File: src/rtl/edge_event_arbiter.sv
// Multi-channel edge-event collector: per-channel edge detection into pending flags,
// serialised onto one valid/ready event port by a round-robin arbiter.
//
// state   | meaning
// --------+--------------------------------------------------
// S_EMPTY | no event presented, evt_valid_o = 0
// S_HOLD  | event presented on evt_ch_o/evt_rise_o, held until accepted
module edge_event_arbiter #(
   parameter  int N_CH = 4,
   localparam int CH_W = $clog2(N_CH)
) (
   input  logic            clk,
   input  logic            reset,
   input  logic [N_CH-1:0] a_i,
   input  logic [N_CH-1:0] rise_en_i,
   input  logic [N_CH-1:0] fall_en_i,
   input  logic [N_CH-1:0] clr_ovf_i,
   input  logic            evt_ready_i,
   output logic            evt_valid_o,
   output logic [CH_W-1:0] evt_ch_o,
   output logic            evt_rise_o,
   output logic [N_CH-1:0] pending_o,
   output logic [N_CH-1:0] ovf_o
);

   typedef enum logic {S_EMPTY, S_HOLD} state_t;

   state_t          state, state_nxt;
   logic [N_CH-1:0] a_ff;
   logic [N_CH-1:0] pending;
   logic [N_CH-1:0] pend_rise;
   logic [CH_W-1:0] rr;

   logic [N_CH-1:0] rise, fall, edge_det, grant, take, ovf_set;
   logic [CH_W-1:0] winner, rr_nxt;
   logic            load;

   assign rise     = ~a_ff & a_i & rise_en_i;
   assign fall     = a_ff & ~a_i & fall_en_i;
   assign edge_det = rise | fall;

   // First pending channel at or after the rr pointer, wrapping to 0.
   always_comb begin
      int  j;
      logic found;
      j      = 0;
      found  = 1'b0;
      winner = '0;
      for (int i = 0; i < N_CH; i++) begin
         j = int'(rr) + i;
         if (j >= N_CH) j = j - N_CH;
         if (!found && pending[j]) begin
            found  = 1'b1;
            winner = CH_W'(j);
         end
      end
   end

   assign load    = (|pending) & ((state == S_EMPTY) | evt_ready_i);
   assign grant   = load ? (N_CH'(1) << winner) : '0;
   assign rr_nxt  = (winner == CH_W'(N_CH - 1)) ? '0 : winner + CH_W'(1);
   // A channel whose pending slot is freed this cycle accepts a new edge without loss.
   assign take    = edge_det & (~pending | grant);
   assign ovf_set = edge_det & pending & ~grant;

   always_ff @(posedge clk or negedge reset) begin
      if (!reset) state <= S_EMPTY;
      else        state <= state_nxt;
   end

   always_comb begin
      state_nxt = state;
      if (load)
         state_nxt = S_HOLD;
      else if ((state == S_EMPTY) || evt_ready_i)
         state_nxt = S_EMPTY;
   end

   always_ff @(posedge clk or negedge reset) begin
      if (!reset) begin
         a_ff       <= '0;
         pending    <= '0;
         pend_rise  <= '0;
         ovf_o      <= '0;
         evt_ch_o   <= '0;
         evt_rise_o <= 1'b0;
         rr         <= '0;
      end else begin
         a_ff      <= a_i;
         pending   <= (pending & ~grant) | edge_det;
         pend_rise <= (pend_rise & ~take) | (rise & take);
         ovf_o     <= (ovf_o & ~clr_ovf_i) | ovf_set;
         if (load) begin
            evt_ch_o   <= winner;
            evt_rise_o <= pend_rise[winner];
            rr         <= rr_nxt;
         end
      end
   end

   assign evt_valid_o = (state == S_HOLD);
   assign pending_o   = pending;

endmodule

File: config.mk
export PLATFORM = sky130hd
export DESIGN_NAME = edge_event_arbiter
export DESIGN_NICKNAME = d
export VERILOG_FILES = /design/src/rtl/edge_event_arbiter.sv
export SDC_FILE = /design/constraint.sdc
export NUM_CORES = 1
export LEC_CHECK = 0
export ABC_AREA = 1
export ABC_CLOCK_PERIOD_IN_PS = 2100
export BUFFER_PORTS_ARGS = -buffer_cell sky130_fd_sc_hd__buf_2
export CAP_MARGIN = 15
export CORE_MARGIN = 1.5
export CORE_UTILIZATION = 30
export CTS_CLUSTER_DIAMETER = 150
export DETAILED_ROUTE_END_ITERATION = 8
export GPL_ROUTABILITY_DRIVEN = 0
export PLACE_DENSITY = 0.61
export SLEW_MARGIN = 5
export SYNTH_ARGS = -nofsm -noshare
export SYNTH_HDL_FRONTEND = slang
export SYNTH_SLANG_ARGS = --single-unit
File: constraint.sdc
create_clock -name clk -period 2.1 [get_ports clk]
set_clock_uncertainty 0.05 [all_clocks]
set_input_delay 0.42 -clock clk [delete_from_list [all_inputs] [get_ports clk]]
set_output_delay 0.42 -clock clk [all_outputs]
set_load 0.03 [all_outputs]
# Word level (Yosys, flattened, before mapping)
# Index checks and enable logic that the tools add are counted.
[classes] n_addsub=8 n_lt_le_gt_ge=9 n_eq_ne=1 shift=1 n_mux=29 bitwise_logic=25 reduce_logical=9
[ops] cell="$lt A32 B4 Y1 const B" n=4
[ops] cell="$mux W32" n=4
[ops] cell="$and A4 B4 Y4" n=11
[ops] cell="$not A4 Y4" n=6
[ops] cell="$or A4 B4 Y4" n=5
[ops] cell="$mux W1" n=14
[ops] cell="$sub A3 B3 Y4 const B" n=3
[ops] cell="$bmux W1 S2" n=5
[ops] cell="$mux W2" n=5
[ops] cell="$ge A3 B3 Y1 const B" n=3
[ops] cell="$add A2 B2 Y3 const B" n=2
[ops] cell="$mux W4" n=1
[ops] cell="$reduce_or A4 Y1" n=1
[ops] cell="$shl A1 B2 Y4 const A" n=1
[ops] cell="$sub A2 B3 Y4 const B" n=1
[ops] cell="$add A2 B1 Y3 const B" n=1
[ops] cell="$ge A2 B3 Y1 const B" n=1
[ops] cell="$logic_and A1 B1 Y1" n=3
[ops] cell="$logic_not A1 Y1" n=3
[ops] cell="$lt A2 B3 Y1 const B" n=1
[ops] cell="$add A2 B1 Y2 const B" n=1
[ops] cell="$eq A2 B2 Y1 const B" n=1
[ops] cell="$reduce_bool A2 Y1" n=1
[ops] cell="$and A1 B1 Y1" n=1
[ops] cell="other kinds (3)" n=3
[totals] reg_bits=22 in_bits=19 output_inout_bits=12 wordCells=90

# Logic depth before layout (Yosys ltp)
# Gate-level depths: netlist of the first run.
[depth] ltp_word=22 ltp_mapped=18 mapped_depth_nobuf=17

# Least setup slack after synthesis of the first run
# No wires, ideal clock.
[synth_timing] path_type="reg-to-reg" from="register pending[3], in the netlist pending_o[3]" to="register with a tool-made name" setup_ns=0.128 t_arrival_ns=2.036 t_required_ns=1.922 slack_ns=-0.115 path_stages_with_launch=16 path_buffers=0 period_less_slack_ns=2.215 path_cell_list="dfrtp_1 -> inv_1 -> nand2_1 -> nand3_1 -> nand2_2 -> nor2_8 -> nand3_1 -> nand3_2 -> nand2_1 -> inv_1 -> ha_1 -> inv_1 -> o21ai_0 -> inv_1 -> o21ai_0 -> o31ai_1"
[synth_lines] item="start: declaration" line_no="30" text="logic [N_CH-1:0] pending;"
[synth_lines] item="start signal: assignment" line_no="90" text="pending <= (pending & ~grant) | edge_det;"

==> results_dict.tcl, run 1 <==
set metrics [dict create \
    io_buffers 30 \
    synth.most_common_cell "nand2_1" \
    synth_flop_cell "dfrtp_1" \
    io_pins 31 \
    synth_top_area_share_pct 43.7 \
    die_w_um 67.8 \
    ant_nets 0 \
    clk_latency_ns 0.26 \
    first_pass_iters 3 \
    cts_max_path_buffers 2 \
    die_area_sq_um 4600 \
    postLayoutCoreUtil_pct 44.5 \
    synth_cell_types 24 \
    design_area_sq_um 1790 \
    vias 1157 \
    startpoint "rr[0]$_DFFE_PN0P_" \
    synth-seq-cells 22 \
    fin_ws_ns 0.000453 \
    ys.warnings.count 0 \
    period_share_pct 100 \
    synthTopCellsByCount "nand2_1, inv_1, dfrtp_1" \
    hp-class "primary input to async pin" \
    cp_slowest_cell "dfrtp_1" \
    worstPathRequired_ns 2.19 \
    cts_root_buffer "clkbuf_8" \
    avgSynthCellArea_sq_um 8.18 \
    cts_sinks 22 \
    grt.total_usage_pct 13.8 \
    nets 235 \
    preCtsSetupSlack_ns -0.103 \
    critPathMaxStageDelay_ns 0.40 \
    synth_edf_count 0 \
    dpl_cell_area_sq_um 1630 \
    worstSetupPathType "register to register" \
    rsz0062_at_grt "true" \
    dr.first_iter.drc_count 18 \
    dieHeight_um 67.8 \
    timing.final.hold_violations 0 \
    worstPathArrival_ns 2.19 \
    async_reset_ff_share_pct 100 \
    holdWs_ns 0.0757 \
    tritoncts "built" \
    rr_startpoint "rr[0]$_DFFE_PN0P_" \
    grt_pass1_vias 1068 \
    yosys.area.top_type "dfrtp_1" \
    ys_top_cells_by_area "dfrtp_1, nand2_1, inv_1" \
    path_cells "buf_12 > clkinv_8 > nand2_1 > nand2_2 > nand2_2 > nand2_4 > nand2_1 > nand2_1 > nand2_1 > nand2_2 > nand2_4 > inv_4 > ha_1 > inv_1 > o21ai_2 > inv_2 > o21ai_2 > o31ai_2" \
    antenna_found_initial 0 \
    wl_per_cell_um 10.5 \
    drt-total-wl_mm 2.73 \
    routed_via_density 4.45 \
    critPathMostFrequentCell "nand2_1" \
    setup_viol_count_final 0 \
    drc 0 \
    cp-end-kind "register" \
    multi_input_area_sq_um 669 \
    fmax_mhz 476 \
    synthToLayoutAreaGrowth_pct 42.2 \
    fin_crit_ns 2.10 \
    worst-slew-pin-transition_ns 0.507 \
    status "complete, no violations" \
    dp_hpwl_mm 2.17 \
    grt-ovfl-total 0 \
    ys_seq_area_share_pct 43.7 \
    reg2regPathDepth 18 \
    initial_core_util_pct 31.3 \
    slew_violations 0 \
    path_clk_slew_ns 0.07 \
    syn_inst 154 \
    syn_area_sq_um 1260 \
    cap_viol_max_count 0 \
    grt_max_degree 23 \
    n_fill_cell 412 \
    core_area_sq_um 4030 \
    grt_pass1_wl_mm 4.61 \
    htree_levels 1 \
    seqCellArea_sq_um 557 \
    reg2reg_slack_ns 0.0005 \
    num_rows 23 \
    drive_above_1_share_pct 49.0 \
    timing.slew.headroom_pct 66.2 \
    worst-path-max-fanout 9 \
    syn_nets 177 \
    cts_buffers 3 \
    start_kind "register" \
    antenna_cells 0 \
]
==> layout make-up <==
class / count / share of cell area [%]
Multi-Input combinational cell: 104 / 37.4
Tap cell: 50 / 3.49
Clock buffer: 3 / 2.30
Timing Repair Buffer: 54 / 19.1
Sequential cell: 22 / 31.1
Inverter: 27 / 6.63
==> cells in the final DEF (no fill, tap or decap), types with 5 or more instances in the layout <==
cell type,n
o21ai_0,6
o21ai_2,7
inv_2,5
dfrtp_1,17
nand2_2,9
inv_1,19
nand2_1,40
buf_4,23
dfrtp_2,5
buf_2,30
==> per-stage QoR <==
stage	setup TNS (ns)	instances
global route	-0.950	260
CTS	-0.0439	257
finish	0	260
global placement	-0.198	253
detailed placement	-0.300	253
floorplan	0	154
==> critical path: cells and delay by family, from the launching register on <==
| family | cells | cell delay [ns] |
|---|---|---|
| AO/OA/AOI/OAI | 3 | 0.35 |
| adder cells (fa/ha/maj) | 1 | 0.15 |
| buffers and inverters | 5 | 0.38 |
| flip-flops | 1 | 0.40 |
| AND/OR/NAND/NOR | 9 | 0.67 |
==> cell families (layout without fill, tap and decap cells) <==
group	count (synthesis)	in the layout	synth area share, %
buffers and inverters	28	84	9.53
AOI/OAI and AO/OA	25	25	11.3
DFF	22	22	43.7
and+or+nand+nor	75	75	31.5
adders and majority gates	4	4	3.97
==> how the worst min path moves through the flow <==
| stage | start | endpoint | cells after the start |
|---|---|---|---|
| after floorplan | reset | async pin | 0 |
| after global placement | reset | ovf_o[3]$_DFF_PN0_ | 1 |
| after detailed placement | reset | evt_rise_o$_DFFE_PN0P_ | 1 |
| after CTS | reset | evt_rise_o$_DFFE_PN0P_ | 1 |
| after global routing | reset | ovf_o[3]$_DFF_PN0_ | 1 |
| final | reset | evt_rise_o$_DFFE_PN0P_ | 1 |
==> metal layers <==
layer | up-vias | wire (um) | track usage (%) | share of wire [%]
met4 | 0 | 80 | 8.25 | 2.9
met1 | 524 | 1180 | 16.5 | 43
met5 | - | 0 | 0 | 0
li1 | 607 | - | - | -
met2 | 19 | 1390 | 23.0 | 51
met3 | 7 | 80 | 2.17 | 2.9
==> timing repair <==
action	4_1_cts	5_1_grt
endpoints found under the hold margin	0	0
pin swaps	6	4
gates resized for setup	12	19
buffers inserted	1	3
cloned	0	0
setup endpoints to repair	5	12
hold buffers	0	0
Power of run 1 is not shown: default switching activity piles up to over one toggle a cycle in this logic, so the estimate is an artifact.
==> run 2, diff against run 1 <==
--- a/config.mk
+++ b/config.mk
@@ -9,12 +9,14 @@
 export ABC_CLOCK_PERIOD_IN_PS = 2100
 export BUFFER_PORTS_ARGS = -buffer_cell sky130_fd_sc_hd__buf_2
 export CAP_MARGIN = 15
+export CORE_ASPECT_RATIO = 1.75
 export CORE_MARGIN = 1.5
 export CORE_UTILIZATION = 30
 export CTS_CLUSTER_DIAMETER = 150
 export DETAILED_ROUTE_END_ITERATION = 8
 export GPL_ROUTABILITY_DRIVEN = 0
 export PLACE_DENSITY = 0.61
+export RECOVER_POWER = 50
 export SLEW_MARGIN = 5
 export SYNTH_ARGS = -nofsm -noshare
 export SYNTH_HDL_FRONTEND = slang
==> run 2 against run 1 <==
Net effect: the run now ends with negative setup slack left; global-route usage increased by 0.73 points; sequential share of layout area shrank 2.9 points; hold slack better by 0.16 ns.
==> results_dict.tcl, run 2 (synthesized netlist as in run 1, its figures left out) <==
set metrics [dict create \
    core_area_sq_um 4070 \
    nets 240 \
    die_w_um 52.0 \
    worstPathArrival_ns 2.27 \
    startpoint "rr[0]$_DFFE_PN0P_" \
    cts_buffers 3 \
    rr_startpoint "rr[0]$_DFFE_PN0P_" \
    synthToLayoutAreaGrowth_pct 57.4 \
    timing.slew.headroom_pct 19.9 \
    crit_end "ovf_o[0]$_DFF_PN0_" \
    period_share_pct 102 \
    wl_per_cell_um 11.6 \
    grt-ovfl-total 0 \
    status "complete, but fails checks" \
    die_area_sq_um 4610 \
    drive_above_1_share_pct 54.2 \
    drc 0 \
    fmax_mhz 467 \
    cp_slowest_cell "dfrtp_2" \
    dr.first_iter.drc_count 26 \
    failed_checks "negative setup slack" \
    antenna_found_initial 0 \
    io_pins 31 \
    rsz0062_at_grt "true" \
    path_clk_slew_ns 0.08 \
    tritoncts "built" \
    num_rows 31 \
    cap_viol_max_count 0 \
    worst-path-max-fanout 7 \
    vias 1197 \
    first_pass_iters 4 \
    cts_root_buffer "clkbuf_8" \
    grt_max_degree 23 \
    worstPathRequired_ns 2.23 \
    slew_violations 0 \
    start_kind "register" \
    path_cells "buf_12 > clkinv_16 > nand2_4 > nand2_4 > buf_4 > nand2_1 > nand2_2 > nand4_2 > nand2_4 > inv_4 > ha_1 > inv_1 > o21ai_2 > buf_4 > buf_4 > o22ai_1" \
    reg2regPathDepth 16 \
    holdWs_ns 0.235 \
    hold_buffers 0 \
    dieHeight_um 88.7 \
    fin_crit_ns 2.14 \
    final_common_cell "nand2_1" \
    drt-total-wl_mm 3.07 \
    critPathMaxStageDelay_ns 0.45 \
    hp-class "primary input to register" \
    io_buffers 30 \
    ant_nets 0 \
    reg2reg_slack_ns -0.04 \
    cp-end-kind "register" \
    fin_ws_ns -0.0405 \
    setup_viol_count_final 2 \
    grt_pass1_vias 1171 \
    dp_hpwl_mm 2.36 \
    grt.total_usage_pct 14.5 \
    worstSetupPathType "register to register" \
    routed_via_density 4.52 \
    grt_pass1_wl_mm 4.94 \
    htree_levels 1 \
    final_cell_mix "nand2_1, buf_2, buf_4, inv_1, dfrtp_1" \
    initial_core_util_pct 30.9 \
    n_fill_cell 388 \
    multi_input_area_sq_um 793 \
    timing.final.hold_violations 0 \
    cts_max_path_buffers 2 \
    clk_latency_ns 0.26 \
    worst-slew-pin-transition_ns 1.20 \
    antenna_cells 0 \
    cts_sinks 22 \
    seqCellArea_sq_um 558 \
    r2r_end "ovf_o[0]$_DFF_PN0_" \
]
## run 2: changes by cell type in the layout (fill, tap and decap cells not counted), moves of 3 or more
cell	before	now
buf_2	30	26
buf_4	23	26
nand2_4	4	12
nand2_1	40	29
o21ai_2	7	4
clkbuf_1	0	4
## run 2: worst min-delay path by stage
stage | endpoint | cells after the start | slack [ns] | start
after floorplan | async pin | 0 | 0.07 | reset
after global placement | ovf_o[3]$_DFF_PN0_ | 1 | 0.37 | reset
after detailed placement | ovf_o[3]$_DFF_PN0_ | 1 | 0.36 | reset
after CTS | ovf_o[3]$_DFF_PN0_ | 1 | 0.08 | reset
after global routing | a_ff[1]$_DFF_PN0_ | 1 | 0.22 | a_i[1]
final | a_ff[1]$_DFF_PN0_ | 1 | 0.24 | a_i[1]
## run 2: routing by layer
metal	share of wire [%]	global-route usage, %
met1	34	14.3
met4	3.3	9.09
met3	1.9	1.52
met5	0	0
met2	60	27.5
## run 2: stage by stage
stage	std cells	worst slack (ns)	setup TNS, ns	util, %	instance area [sq um]
3_5_place_dp	253	-0.275	-1.51	39.8	1620
5_1_grt	265	-0.156	-1.03	48.7	1980
6_report	265	-0.0405	-0.0509	48.7	1980
2_1_floorplan	154	0.00268	0	-	1260
4_1_cts	262	-0.0140	-0.0211	43.7	1780
3_3_place_gp	253	-0.222	-1.16	39.8	1620
## run 2: layout make-up
cell class	count	area share, %
clock buffer	4	2.78
inverter	27	6.69
multi-input combinational	104	40.0
sequential	22	28.1
tap	49	3.09
timing repair buffer	59	19.3
## run 2: critical path: cells and delay by family (launching register included)
| family | cells | cell delay [ns] |
|---|---|---|
| DFF | 1 | 0.45 |
| adders and majority gates | 1 | 0.18 |
| AOI/OAI and AO/OA | 2 | 0.15 |
| buffers and inverters | 7 | 0.69 |
| and+or+nand+nor | 6 | 0.54 |
## run 2: repair_timing
item                       4_1_cts  5_1_grt
gates resized for setup         22       44
pin swaps                        9       19
buffers inserted                 5        3
setup endpoints to repair       13       12
Power of run 2 is left out for the same reason.
